[src/rtl/ctrl_teclas_pkg.sv]
// rtl/ctrl_teclas_pkg.sv - default constants and clog2 helper for the key controller
package ctrl_teclas_pkg;

  localparam int N_KEYS_DEF          = 4;
  localparam int DEBOUNCE_CYCLES_DEF = 139968;
  localparam int FIFO_DEPTH_DEF      = 4;

  function automatic int clog2(input int value);
    int r;
    r = 0;
    while ((1 << r) < value) r++;
    return r;
  endfunction

endpackage

[src/rtl/filtro_tecla.sv]
// rtl/filtro_tecla.sv - single-key two-flop synchronizer and debounce counter
module filtro_tecla
  import ctrl_teclas_pkg::*;
#(
  parameter int DEBOUNCE_CYCLES = DEBOUNCE_CYCLES_DEF
) (
  input  logic clk,
  input  logic rst,
  input  logic key_raw,
  output logic key_state
);

  localparam int CNT_W = clog2(DEBOUNCE_CYCLES);
  localparam logic [CNT_W-1:0] CNT_LAST = CNT_W'(DEBOUNCE_CYCLES - 1);

  logic             sync_0;
  logic             sync_1;
  logic [CNT_W-1:0] cnt;

  // The counter only runs while the synchronized level disagrees with the
  // debounced level, so any bounce shorter than the window resets it.
  always_ff @(posedge clk) begin
    if (rst) begin
      sync_0    <= 1'b0;
      sync_1    <= 1'b0;
      cnt       <= '0;
      key_state <= 1'b0;
    end else begin
      sync_0 <= key_raw;
      sync_1 <= sync_0;
      if (sync_1 == key_state) begin
        cnt <= '0;
      end else if (cnt == CNT_LAST) begin
        key_state <= sync_1;
        cnt       <= '0;
      end else begin
        cnt <= cnt + CNT_W'(1);
      end
    end
  end

endmodule

[src/rtl/controle_teclas.sv]
// rtl/controle_teclas.sv - debounced push-button events, round-robin arbitration into a small FIFO
module controle_teclas
  import ctrl_teclas_pkg::*;
#(
  parameter int N_KEYS          = N_KEYS_DEF,
  parameter int DEBOUNCE_CYCLES = DEBOUNCE_CYCLES_DEF,
  parameter int FIFO_DEPTH      = FIFO_DEPTH_DEF,
  parameter int CODE_W          = clog2(N_KEYS)
) (
  input  logic              clk,
  input  logic              rst,
  input  logic [N_KEYS-1:0] key_raw,
  output logic [N_KEYS-1:0] key_state,
  output logic [CODE_W-1:0] evt_code,
  output logic              evt_valid,
  input  logic              evt_ready,
  output logic              overflow
);

  localparam int AW = clog2(FIFO_DEPTH);
  localparam logic [AW:0] FULL_COUNT = (AW + 1)'(FIFO_DEPTH);

  logic [N_KEYS-1:0] state_q;
  logic [N_KEYS-1:0] pending;
  logic [N_KEYS-1:0] rise;
  logic [N_KEYS-1:0] gnt_mask;
  logic [CODE_W-1:0] ptr;
  logic [CODE_W-1:0] gnt_idx;
  logic [CODE_W-1:0] scan_idx;
  logic              gnt_valid;
  logic [CODE_W-1:0] mem [FIFO_DEPTH];
  logic [AW-1:0]     wr_ptr;
  logic [AW-1:0]     rd_ptr;
  logic [AW:0]       count;
  logic              full;
  logic              pop;

  for (genvar i = 0; i < N_KEYS; i++) begin : g_filtro
    filtro_tecla #(
      .DEBOUNCE_CYCLES(DEBOUNCE_CYCLES)
    ) u_filtro (
      .clk      (clk),
      .rst      (rst),
      .key_raw  (key_raw[i]),
      .key_state(key_state[i])
    );
  end

  assign rise      = key_state & ~state_q;
  assign full      = (count == FULL_COUNT);
  assign evt_valid = (count != '0);
  assign pop       = evt_valid & evt_ready;
  assign evt_code  = evt_valid ? mem[rd_ptr] : '0;

  // Scan from the farthest offset down so the closest pending key at or
  // after ptr is the last one to claim the grant.
  always_comb begin
    gnt_valid = 1'b0;
    gnt_idx   = '0;
    scan_idx  = '0;
    if (!full) begin
      for (int j = N_KEYS - 1; j >= 0; j--) begin
        scan_idx = CODE_W'((int'(ptr) + j) % N_KEYS);
        if (pending[scan_idx]) begin
          gnt_valid = 1'b1;
          gnt_idx   = scan_idx;
        end
      end
    end
    gnt_mask = gnt_valid ? (N_KEYS'(1) << gnt_idx) : '0;
  end

  always_ff @(posedge clk) begin
    if (rst) begin
      state_q  <= '0;
      pending  <= '0;
      overflow <= 1'b0;
      ptr      <= '0;
      wr_ptr   <= '0;
      rd_ptr   <= '0;
      count    <= '0;
    end else begin
      state_q <= key_state;
      // A rise on a key whose grant lands this very cycle re-arms it cleanly.
      pending <= (pending & ~gnt_mask) | rise;
      if (|(rise & pending & ~gnt_mask)) overflow <= 1'b1;
      if (gnt_valid) begin
        wr_ptr <= wr_ptr + AW'(1);
        ptr    <= (gnt_idx == CODE_W'(N_KEYS - 1)) ? '0 : gnt_idx + CODE_W'(1);
      end
      if (pop) rd_ptr <= rd_ptr + AW'(1);
      case ({gnt_valid, pop})
        2'b10:   count <= count + (AW + 1)'(1);
        2'b01:   count <= count - (AW + 1)'(1);
        default: count <= count;
      endcase
    end
  end

  always_ff @(posedge clk) begin
    if (gnt_valid) mem[wr_ptr] <= gnt_idx;
  end

endmodule

[config.mk]
export PLATFORM = sky130hd
export DESIGN_NAME = controle_teclas
export DESIGN_NICKNAME = d
export VERILOG_FILES = /design/src/rtl/ctrl_teclas_pkg.sv /design/src/rtl/filtro_tecla.sv /design/src/rtl/controle_teclas.sv
export SDC_FILE = /design/constraint.sdc
export NUM_CORES = 1
export LEC_CHECK = 0
export CELL_PAD_IN_SITES_DETAIL_PLACEMENT = 1
export CELL_PAD_IN_SITES_GLOBAL_PLACEMENT = 1
export CORE_AREA = 5 5 124 126
export CTS_BUF_LIST = sky130_fd_sc_hd__clkbuf_2
export CTS_CLUSTER_SIZE = 28
export DETAILED_ROUTE_END_ITERATION = 10
export DIE_AREA = 0 0 129 131
export MAX_ROUTING_LAYER = met4
export PLACE_DENSITY = 0.67
export SETUP_SLACK_MARGIN = 0.05
export SKIP_LAST_GASP = 1
export SLEW_MARGIN = 5
export SYNTH_ARGS = -nofsm -noshare
export SYNTH_HDL_FRONTEND = slang
export SYNTH_SLANG_ARGS = --single-unit
[constraint.sdc]
create_clock -name clk -period 3.45 [get_ports clk]
set_input_delay 0.69 -clock clk [delete_from_list [all_inputs] [get_ports clk]]
set_output_delay 0.69 -clock clk [all_outputs]
set_load 0.005 [all_outputs]
==> reports/results.ini <==
[yosys]
async_reset_ff_share_pct = 0
post-synth-top-count-cell = dfxtp_1
synthCells = 539
synth-edff-count = 8
synth_top_area_share_pct = 41.79
syn_avg_cell_area_um2 = 9.244
synth_adder_area_share_pct = 3.666
synth_cell_types = 58
ys_warn_count = 0
synth_simple_gate_area_share_pct = 27.32
yosys.area.top_type = dfxtp_1
synth-seq-area-share_pct = 46.61
synth_common_cells = 104 x dfxtp_1, 84 x nor2_1, 42 x xnor2_1
synth_top_family_by_area = simple AND/OR/NAND/NOR gates
synthXorXnorAreaFrac_pct = 11.07
syn_nets = 560
synth_ff_type = dfxtp_1
synth_compound_area_share_pct = 5.927
syn_area_mm2 = 0.004982
muxShareOfSynthArea_pct = 1.733
synth_area_leaders = dfxtp_1 42%, xnor2_1 7.4%, nor2_1 6.3%, edfxtp_1 4.8%, xor2_1 3.7%
ys_ff_latch = 112

[layout]
multi_input_area_mm2 = 0.002482
fin_nets = 570
seq_area_mm2 = 0.002322
fillers = 1670
area_growth_pct = 9.292
drive_gt1_share_pct = 6.859
diodes = 0

[run]
cap_violations = 0

[grt]
grt_pass1_vias = 3781
grt_pass1_wl_um = 17460
overflow = 0
antenna_found_initial = 0
grtUsageTotal_pct = 13.00
grt_max_degree = 29

[sta]
hold_violations = 0
rsz0062_at_grt = false
fmax_ghz = 0.3543
finalCritPeriodShare_pct = 81.82
fin_skew_ns = 0.02381
tns_ns = 0
max_slew_margin_pct = 44.53
slew_viol_final = 0
worstMarginPinSlew_ns = 0.8282
fin_crit_ns = 2.823
finalSetupViolations = 0
timing.final.ws_setup_ns = 0.6274

[floorplan]
die_y_um = 131
start_util_pct = 35.08
io_pins = 15
die_x_um = 129
coreArea_mm2 = 0.01420
dieArea_mm2 = 0.01690
rows = 44

[cts]
cts_tree = done
ctsResizeCount = 0
clk_latency_ns = 0.61
clkSinkCount = 112
postCtsHoldBufs = 0
htree_levels = 3
post-cts-setup-buffers = 0
cts_buffer_depth = 2
cts_root_buf = clkbuf_2
path_clk_slew_ns = 0.30
cts_buffers = 9

[power_and_ir_drop]
p_leak_nw = 1.640
power_density_mw_per_mm2 = 386.2
peakVddDrop_mv = 0.1570

[detailed_routing]
wl_met1_um = 4799
via_per_inst = 5.050
dr_wl_met2_um = 4803
wl_um = 10010
drt_first_pass_iters = 4
wire_per_inst_um = 13.56
top_layer_used = met4
met3RoutedLength_um = 206
drt_first_iter_violations = 150
ant_nets = 0
vias = 3727
drc = 0

[run_status]
status = completed

[hold_path]
holdPathStages = 1
hold_class = flop to flop

[setup_path]
cp.required_ns = 2.76
critPathMaxFanout = 2
worstSetupPathType = flop to output port
critPathLaunchType = flop
reg2reg_depth = 9
cp-end-kind = output port
arrival_ns = 2.13

[place]
gp_congestion = 0.7770
post-place-ws_ns = 0.7651
port_buffers = 14
dp_hpwl_um = 7301

[report_power, final]
group	switching, mW	leakage (nW)	internal (mW)
clock	0.439	0.0905	0.313
combinational	0.0174	0.637	0.0126
sequential	0.00300	0.913	1.32
[layout make-up]
cell class              instances  area share (%)
flip-flops and latches        112           42.65
clock buffers                   9          0.8272
repair buffers                 16           2.849
well taps                     184           4.228
clock inverters                 7           2.137
multi-input cells             385           45.59
inverters                      25           1.723
[placed cells by master (no fill, tap or decap), drive strengths merged, types with 2 or more instances in the layout]
cell / n
a211o: 2
a21oi: 18
a41oi: 2
and2: 8
and3: 7
and4: 3
buf: 2
bufinv: 3
clkbuf: 9
clkdlybuf4s50: 14
dfxtp: 104
edfxtp: 8
ha: 13
inv: 27
mux2i: 3
mux4: 2
nand2: 27
nand2b: 4
nand3: 31
nand4: 22
nor2: 84
nor2b: 15
nor3: 11
nor4: 18
nor4b: 4
nor4bb: 2
o21ai: 12
o31ai: 3
o41ai: 2
or3: 11
or3b: 2
or4: 3
or4b: 3
xnor2: 42
xor2: 21
[flip-flops by register name (all words and copies together), names as in the netlist, named ones only]
| register | count |
|---|---|
| rd_ptr | 2 |
| count | 3 |
| pending | 4 |
| g_filtro.u_filtro.sync_1 | 4 |
| mem | 8 |
| overflow | 1 |
| g_filtro.u_filtro.cnt | 72 |
| g_filtro.u_filtro.sync_0 | 4 |
| g_filtro.u_filtro.key_state | 4 |
| wr_ptr | 2 |
| ptr | 2 |
| state_q | 4 |
[per-stage QoR]
stage                     hold WS (ns)  instances  util, %  cell area (um2)  power (mW)
after floorplan                 0.4138        539        -             4982       1.362
after global placement          0.4180        722    37.17             5280       1.373
after detailed placement        0.4280        722    37.17             5280       1.375
after CTS                       0.4667        738    38.31             5441       2.140
after global routing            0.4641        738    38.34             5445       2.195
final                           0.4650        738    38.34             5445       2.103
[cells by family (layout without fill, tap and decap cells)]
| logic type | Yosys count | after routing |
|---|---|---|
| AO/OA/AOI/OAI | 45 | 45 |
| XOR/XNOR | 63 | 63 |
| adder cells (fa/ha/maj) | 14 | 14 |
| buffers and inverters | 42 | 57 |
| flip-flops | 112 | 112 |
| multiplexers | 6 | 6 |
| AND/OR/NAND/NOR | 257 | 257 |
[final timing paths]
| kind | slack (ns) | from | to |
|---|---|---|---|
| setup / recovery | 0.63 | flop | evt_code[0] |
| hold / removal | 0.46 | g_filtro[0].u_filtro.sync_0$_SDFF_PP0_ | g_filtro[0].u_filtro.sync_1$_SDFF_PP0_ |
| hold reg to reg | 0.46 | g_filtro[0].u_filtro.sync_0$_SDFF_PP0_ | g_filtro[0].u_filtro.sync_1$_SDFF_PP0_ |
| setup reg to reg | 0.88 | count[2]$_SDFFE_PP0P_ | count[2]$_SDFFE_PP0P_ |
[per-layer routing]
layer	vias to the layer above	global-route usage (%)
met3	15	2.317
met5	-	-
li1	1876	-
met4	0	5.683
met2	27	21.28
met1	1809	15.77
[critical path, stage by stage, from the launching register on]
cell and delay (ns):
dfxtp_1 0.44, mux4_2 0.50, and2_1 0.17, clkdlybuf4s50_1 0.44
Note: power is estimated with default switching activity, not from simulation.
